## config.mk

```make
export PLATFORM = sky130hd
export DESIGN_NAME = fft_tw8_stage_ctrl
export DESIGN_NICKNAME = d
export VERILOG_FILES = /design/src/rtl/fft_pkg.sv /design/src/rtl/fft_vld_pipe.sv /design/src/rtl/fft_tw8_stage_ctrl.sv
export SDC_FILE = /design/constraint.sdc
export NUM_CORES = 1
export LEC_CHECK = 0
export BUFFER_PORTS_ARGS = -buffer_cell sky130_fd_sc_hd__buf_2
export CAP_MARGIN = 20
export CORE_MARGIN = 2
export CORE_UTILIZATION = 40
export CTS_BUF_LIST = sky130_fd_sc_hd__clkbuf_2
export CTS_CLUSTER_DIAMETER = 40
export DETAILED_ROUTE_END_ITERATION = 10
export SLEW_MARGIN = 5
export SYNTH_ARGS = -nofsm -noshare
export SYNTH_HDL_FRONTEND = slang
export SYNTH_SLANG_ARGS = --single-unit
```

## constraint.sdc

```tcl
create_clock -name clk -period 2.2 [get_ports clk]
set_input_delay 0.22 -clock clk [delete_from_list [all_inputs] [get_ports clk]]
set_output_delay 0.22 -clock clk [all_outputs]
set_load 0.005 [all_outputs]
```

## src/rtl/fft_pkg.sv

```systemverilog
// Shared types and helpers for the radix-2 SDF FFT stage sequencer.
// Stage state encoding, output tag bundle and the 2-bit bit-reversal used for twiddle order.
package fft_pkg;

  localparam int HALF  = 4;
  localparam int TW_AW = 3;

  typedef enum logic [2:0] {
    IDLE,
    FIRST,
    SECOND,
    PEND,
    DRAIN
  } stage_st_t;

  typedef struct packed {
    logic vld;
    logic sof;
    logic eof;
  } tag_t;

  function automatic logic [1:0] bitrev2(input logic [1:0] x);
    return {x[0], x[1]};
  endfunction

endpackage

```

## src/rtl/fft_vld_pipe.sv

```systemverilog
// Delays the {valid,sof,eof} tag of each control issue by DEPTH cycles to line up with stage data.
// Fixed latency DEPTH, never stalls; synchronous clear on rst.
module fft_vld_pipe
  import fft_pkg::*;
#(
  parameter int DEPTH = 2
) (
  input  logic clk,
  input  logic rst,
  input  tag_t in_tag,
  output tag_t out_tag,
  output logic any_vld
);

  tag_t pipe_q [DEPTH];
  tag_t pipe_d [DEPTH];

  always_comb begin
    pipe_d[0] = in_tag;
    for (int i = 1; i < DEPTH; i++) begin
      pipe_d[i] = pipe_q[i-1];
    end
  end

  always_ff @(posedge clk) begin
    if (rst) begin
      for (int i = 0; i < DEPTH; i++) begin
        pipe_q[i] <= '0;
      end
    end else begin
      for (int i = 0; i < DEPTH; i++) begin
        pipe_q[i] <= pipe_d[i];
      end
    end
  end

  always_comb begin
    any_vld = 1'b0;
    for (int i = 0; i < DEPTH; i++) begin
      any_vld = any_vld | pipe_q[i].vld;
    end
  end

  assign out_tag = pipe_q[DEPTH-1];

endmodule

```

## src/rtl/fft_tw8_stage_ctrl.sv

```systemverilog
// Sequencer for one radix-2 SDF FFT stage (8-sample frames, delay 4): delay-line, butterfly and twiddle control.
// Output tags lag control by LAT cycles; input is only refused (in_ready=0) while the last frame drains.
module fft_tw8_stage_ctrl
  import fft_pkg::*;
#(
  parameter int LAT        = 2,
  parameter int DRAIN_WAIT = 8
) (
  input  logic             clk,
  input  logic             rst,
  input  logic             in_valid,
  input  logic             in_sof,
  input  logic             flush,
  output logic             in_ready,
  output logic             dl_en,
  output logic             bf_sel,
  output logic [TW_AW-1:0] tw_addr,
  output logic             out_valid,
  output logic             out_sof,
  output logic             out_eof,
  output logic             busy,
  output logic             err_sof
);

  localparam int ICW = $clog2(DRAIN_WAIT + 1);

  stage_st_t      state_q, state_d;
  logic [1:0]     k_q, k_d;
  logic           pend_q, pend_d;
  logic [ICW-1:0] idle_cnt_q, idle_cnt_d;

  logic acc;
  logic last;
  logic misplaced;
  logic pipe_busy;
  tag_t issue;
  tag_t out_tag;

  always_ff @(posedge clk) begin
    if (rst) begin
      state_q    <= IDLE;
      k_q        <= 2'd0;
      pend_q     <= 1'b0;
      idle_cnt_q <= '0;
    end else begin
      state_q    <= state_d;
      k_q        <= k_d;
      pend_q     <= pend_d;
      idle_cnt_q <= idle_cnt_d;
    end
  end

  assign last = (k_q == 2'(HALF - 1));

  // A sof anywhere but pos0 restarts the frame; the sample becomes pos0 of a new FIRST half.
  assign misplaced = acc & in_sof & (k_q != 2'd0) &
                     ((state_q == FIRST) | (state_q == SECOND));

  always_comb begin
    state_d    = state_q;
    k_d        = k_q;
    pend_d     = pend_q;
    idle_cnt_d = idle_cnt_q;
    case (state_q)
      IDLE: begin
        if (acc & in_sof) begin
          state_d = FIRST;
          k_d     = 2'd1;
        end
      end
      FIRST: begin
        if (misplaced) begin
          k_d    = 2'd1;
          pend_d = 1'b0;
        end else if (acc) begin
          k_d = k_q + 2'd1;
          if (last) begin
            state_d = SECOND;
            pend_d  = 1'b0;
          end
        end
      end
      SECOND: begin
        if (misplaced) begin
          state_d = FIRST;
          k_d     = 2'd1;
          pend_d  = 1'b0;
        end else if (acc) begin
          k_d = k_q + 2'd1;
          if (last) begin
            state_d    = PEND;
            pend_d     = 1'b1;
            idle_cnt_d = '0;
          end
        end
      end
      PEND: begin
        if (acc & in_sof) begin
          state_d = FIRST;
          k_d     = 2'd1;
        end else if (flush) begin
          state_d = DRAIN;
        end else if (in_valid) begin
          idle_cnt_d = '0;
        end else if (idle_cnt_q == ICW'(DRAIN_WAIT - 1)) begin
          state_d = DRAIN;
        end else begin
          idle_cnt_d = idle_cnt_q + ICW'(1);
        end
      end
      DRAIN: begin
        k_d = k_q + 2'd1;
        if (last) begin
          state_d = IDLE;
          pend_d  = 1'b0;
        end
      end
      default: state_d = IDLE;
    endcase
  end

  always_comb begin
    in_ready = (state_q != DRAIN);
    acc      = in_valid & in_ready & ~rst;
    dl_en    = 1'b0;
    bf_sel   = 1'b0;
    tw_addr  = '0;
    issue    = '0;
    err_sof  = 1'b0;
    case (state_q)
      IDLE: begin
        dl_en   = acc & in_sof;
        err_sof = acc & ~in_sof;
      end
      FIRST: begin
        dl_en = acc;
        if (misplaced) begin
          err_sof = 1'b1;
        end else if (pend_q) begin
          tw_addr   = {bitrev2(k_q), 1'b1};
          issue.vld = acc;
          issue.eof = acc & last;
        end
      end
      SECOND: begin
        dl_en = acc;
        if (misplaced) begin
          err_sof = 1'b1;
        end else begin
          bf_sel    = 1'b1;
          issue.vld = acc;
          issue.sof = acc & (k_q == 2'd0);
        end
      end
      PEND: begin
        // A new frame here is pos0 of FIRST and carries the first pending diff.
        if (acc & in_sof) begin
          dl_en     = 1'b1;
          tw_addr   = {bitrev2(k_q), 1'b1};
          issue.vld = 1'b1;
        end else begin
          err_sof = acc;
        end
      end
      DRAIN: begin
        dl_en     = ~rst;
        tw_addr   = {bitrev2(k_q), 1'b1};
        issue.vld = ~rst;
        issue.eof = ~rst & last;
      end
      default: ;
    endcase
  end

  fft_vld_pipe #(
    .DEPTH (LAT)
  ) u_vld_pipe (
    .clk     (clk),
    .rst     (rst),
    .in_tag  (issue),
    .out_tag (out_tag),
    .any_vld (pipe_busy)
  );

  assign out_valid = out_tag.vld;
  assign out_sof   = out_tag.sof;
  assign out_eof   = out_tag.eof;
  assign busy      = (state_q != IDLE) | pipe_busy;

endmodule

```

======== After elaboration in Yosys (flattened, before gate mapping) ========
Memory sizes are Yosys's and may differ from the RTL's.
Cells that the tools add are included.
operators by class
  $lt $le $gt $ge ......................... 0
  eq/ne operators ......................... 25
  add/subtract/negate cells ............... 2
  bitwise logic cells ..................... 16
  divide/modulo/power cells ............... 0
  shifts and indexed selects .............. 0
  mux-type cells .......................... 56
  reduce and logical (&&, ||, !) cells .... 13
  $mul .................................... 0
operators with widths
  cell                   count
  $mux W3                17
  $mux W4                7
  $ne A2 B2 Y1 const B   10
  $mux W1                19
  $ne A3 B3 Y1 const B   5
  $pmux W3 S5            1
  $and A1 B1 Y1          9
  $pmux W3 S3            1
  $reduce_and A9 Y1      1
  $reduce_bool A3 Y1     3
  $mux W2                4
  $ne A4 B4 Y1 const B   2
  $pmux W1 S4            2
  $pmux W4 S2            1
  $reduce_and A7 Y1      1
  $eq A3 B2 Y1 const B   2
  $pmux W1 S3            2
  $pmux W2 S3            1
  $or A1 B1 Y1           5
  $add A4 B1 Y4 const B  1
  $eq A4 B3 Y1 const B   1
  $reduce_and A4 Y1      1
  $reduce_bool A2 Y1     2
  $reduce_or A2 Y1       2
  other kinds (11)       12
word-level totals
  register bits after elaboration ......... 10
  RAM bits ................................ 6
  latch bits .............................. 0
  ROM bits ................................ 0
  memories ................................ 1
  word-level logic and storage cells ...... 117
  bits of input ports ..................... 5
  output and inout port bits .............. 11
memories
  name               depth  bits a word  read ports  clocked after Yosys merged registers in  write ports  RTL line            RTL
  u_vld_pipe.pipe_q  2      3            2           0                                        2            fft_vld_pipe.sv:15  tag_t pipe_q [DEPTH];

======== Logic depth before layout (Yosys ltp) ========
  word-level depth ........................ 9
  mapped depth ............................ 7
  mapped depth without buffers ............ 7

======== Hierarchy ========
A second synthesis with hierarchy kept.
second synthesis, totals
  cells, all modules ...................... 129
  area total of the unflattened synthesis .. 1032.2 sq um
modules (own cells, without submodules)
  module              instances  area an instance (sq um)  cells each
  fft_tw8_stage_ctrl  1          868.3                     116
  fft_vld_pipe        1          163.9                     13

======== Least setup slack after synthesis ========
Ideal clock, no wire load.
  path type ............................... reg2reg
  from .................................... reg k_q[0]
  to ...................................... reg state_q[0]
  slack ................................... 0.316 ns
  clock period less this slack ............ 1.884 ns
  path buffers ............................ 0
  arrival time ............................ 1.761 ns
  stages on the path, launching flop included .. 8
  setup time .............................. 0.123 ns
  data required time ...................... 2.077 ns
  cell sequence ........................... dfxtp_1 inv_1 ha_1 and4bb_2 nor4_1 nor4_1 and2b_1 mux2_1
on the way
  cells in the longest elaborated chain, start to end .. 5
  elaborated cells between the ends (all ways) .. 12
  those cells by class .................... eq/ne (6); mux (2); bitwise (2); reduce/logical (2)
ends and longest elaborated chain
  element                                                            RTL line                  RTL
  from (decl)                                                        fft_tw8_stage_ctrl.sv:28  logic [1:0] k_q, k_d;
  from (signal assigned)                                             fft_tw8_stage_ctrl.sv:47  k_q <= k_d;
  $reduce_bool A2 Y1                                                 fft_tw8_stage_ctrl.sv:56  assign misplaced = acc & in_sof & (k_q != 2'd0) &
  $and A1 B1 Y1 (2 in series)                                        fft_tw8_stage_ctrl.sv:56
  $ne A3 B3 Y1 (no line) (tied with other cells)                     --
  $reduce_and A9 Y1 (no line) / $pmux W3 S5 (equally long branches)  --
  to (signal assigned)                                               fft_tw8_stage_ctrl.sv:46  state_q <= state_d;
  to (decl)                                                          fft_tw8_stage_ctrl.sv:27  stage_st_t state_q, state_d;
Several ways; a longest one is shown, not always the timed one.
A chain may end at the register's enable or synchronous reset.

======== Worst setup path in the final report ========
Ends and elaborated chain as after synthesis.

==> results.toml <==
[hold_path]
hp-class = "in -> reg"

[drt]
first_pass_iters = 4
via_count = 1003
viasPerCell = 5.51
wirelength_um = 2490
drtAntennaViolNets = 0
first_iter_violations = 20
drt_drc_violations_left = 0
post_drt_wl_per_cell_um = 13.7

[job]
max_cap_violations = 0

[placement]
hpwl_um = 1880
routabilityCongestion = 0.923
pre_cts_ws_ns = 0.159
port_buffers = 15

[logic_synthesis]
ys_warn_count = 0
ys_seq_area_frac = 0.297
async_flop_share = 0
synth_fp_nets = 144
synth_cell_types = 49
syn_avg_cell_area_um2 = 7.93
synth_top_area_cell = "dfxtp_1"
synth_ff_type = "dfxtp_1"
syn_area_um2 = 1080
synth_edf_count = 0
yosysTopAreaCellShare = 0.297
netlist_instances = 136
ys_ff_latch = 16
synthTopCellsByArea = "dfxtp_1 30%, a21oi_1 6.0%, nor2_1 4.5%"

[timing]
min_period_ns = 2.08
finClkSkew_ns = 0.00885
fin_setup_tns_ns = 0
max_freq_mhz = 481
worstMarginPinSlew_ns = 0.533
fin_ws_ns = 0.119
rsz0062_at_grt = "false"
drv_slew = 0
final.period_utilization = 0.946
setup_viol = 0
finalHoldViolCount = 0
slew_headroom = 0.644

[grt]
grt_antenna_before_repair = 0
grt_pass1_vias = 988
grtUsageTotal = 0.166
grt_overflow = 0
grt_max_degree = 16
grt_pass1_wl_um = 4220

[critical_path]
endpoint_kind = "register"
cp.arrival_ns = 2.28
cp.required_ns = 2.40
cp_max_fo = 7
start_kind = "register"
crit_type = "reg -> reg"

[finish]
layout-drive-gt1-share = 0.211
synthToLayoutAreaGrowth_pct = 12.4
nets = 161
n_antenna_cell = 0

[power_and_ir_drop]
power.leakage_nw = 0.483
p_per_area_nw_per_um2 = 490
peakVddDrop_mv = 0.334

[clocking]
root_buffer = "clkbuf_2"
numCtsBuffers = 3
cts-hold-fix-buffers = 0
post_cts_buffers = 0
clkSinkCount = 16
cts_tree = "done"
worstSkewPairLatency_ns = 0.29
clk_pin_slew_ns = 0.18
cts.repair.resized = 0
cts_max_path_buffers = 2
htree_levels = 1

[die]
io_pins = 16
dieHeight_um = 55.9
die_area_um2 = 3130
start_util = 0.428
die_w_um = 55.9
fp-row-count = 18
core_area_um2 = 2520

[outcome]
run_status = "completed"
[power by group]
part | switching (mW) | internal [mW]
clock network | 0.101 | 0.0395
registers | 0.0190 | 0.298
logic | 0.0711 | 0.0653
total | 0.192 | 0.403
[metrics by stage]
step	area, µm²	std cells	total power [mW]	utilization	hold WS (ns)
after floorplan	1080	136	0.417	-	0.400
after global placement	1190	178	0.455	0.470	0.423
after detailed placement	1190	178	0.457	0.470	0.426
after CTS	1200	182	0.595	0.478	0.192
after global routing	1210	182	0.626	0.481	0.181
final	1210	182	0.595	0.481	0.188
[cell families after synthesis]
family	count (synthesis)	share of synthesized area
buffers and inverters	18	0.0777
adder cells (fa/ha/maj)	3	0.0348
flip-flops	16	0.297
multiplexers	3	0.0302
XOR/XNOR	2	0.0162
AND/OR/NAND/NOR	63	0.357
AO/OA/AOI/OAI	31	0.187
[routing by layer]
layer	up-vias	wire, µm	global-route usage	share of wire
met3	2	118	0.0256	0.047
met5	-	0	0	0
met2	24	1190	0.291	0.48
met1	463	1180	0.211	0.47
met4	0	10	0.0476	0.0040
li1	514	-	-	-
[worst max-delay path, stage by stage, from the launching register on]
cell,delay (ns)
dfxtp_1,0.37
inv_1,0.08
ha_1,0.23
and4bb_4,0.39
nor4_1,0.06
nor4_1,0.36
and2b_1,0.18
mux2_1,0.31
[cell usage in the layout (no fill, tap or decap), types with 3 or more instances in the layout]
| cell | instances |
|---|---|
| o21ai_0 | 3 |
| nand2_1 | 5 |
| o22ai_1 | 3 |
| nand2b_1 | 7 |
| clkbuf_2 | 3 |
| nor2_1 | 13 |
| dfxtp_1 | 16 |
| buf_4 | 6 |
| nand3b_1 | 3 |
| inv_1 | 9 |
| nor3_1 | 6 |
| ha_1 | 3 |
| nor2b_1 | 6 |
| a21oi_1 | 12 |
| buf_2 | 15 |
[registers in the layout (all words and copies together), names as in the netlist]
name and flops:
u_vld_pipe.pipe_q 6, idle_cnt_q 4, state_q 3, k_q 2, pend_q 1
[cell type report]
class                   count  area, µm²
clock inverters             1       3.75
fillers                   264       1310
clock buffers               3       15.0
flip-flops and latches     16        320
repair buffers             21        120
multi-input cells         102        682
well taps                  30       37.5
inverters                   9       33.8
[final timing paths]
check                                     start                                 end  slack, ns  depth (start not counted)
max reg2reg                 k_q[0]$_SDFFE_PP0P_             state_q[0]$_SDFFE_PP0P_       0.12                          7
min                                         rst                 k_q[1]$_SDFFE_PP0P_       0.19                          2
max                         k_q[0]$_SDFFE_PP0P_             state_q[0]$_SDFFE_PP0P_       0.12                          7
min reg2reg  u_vld_pipe.pipe_q[0][1]$_SDFF_PP0_  u_vld_pipe.pipe_q[0][4]$_SDFF_PP0_       0.46                          1
[Yosys cell counts, drive strengths merged, types with 2 or more instances]
library cell / n
ha: 3
nor4: 2
o21ai: 4
nor2: 13
nand2b: 8
nor2b: 7
buf: 7
clkbuf: 2
nand3: 2
a21oi: 13
nand4bb: 2
dfxtp: 16
o22ai: 3
mux2: 2
inv: 9
a31oi: 2
nand3b: 3
nand2: 5
nor3: 6
or2: 3
and3: 2
nor3b: 2
a211oi: 2
(Power assumes the default switching activity.)
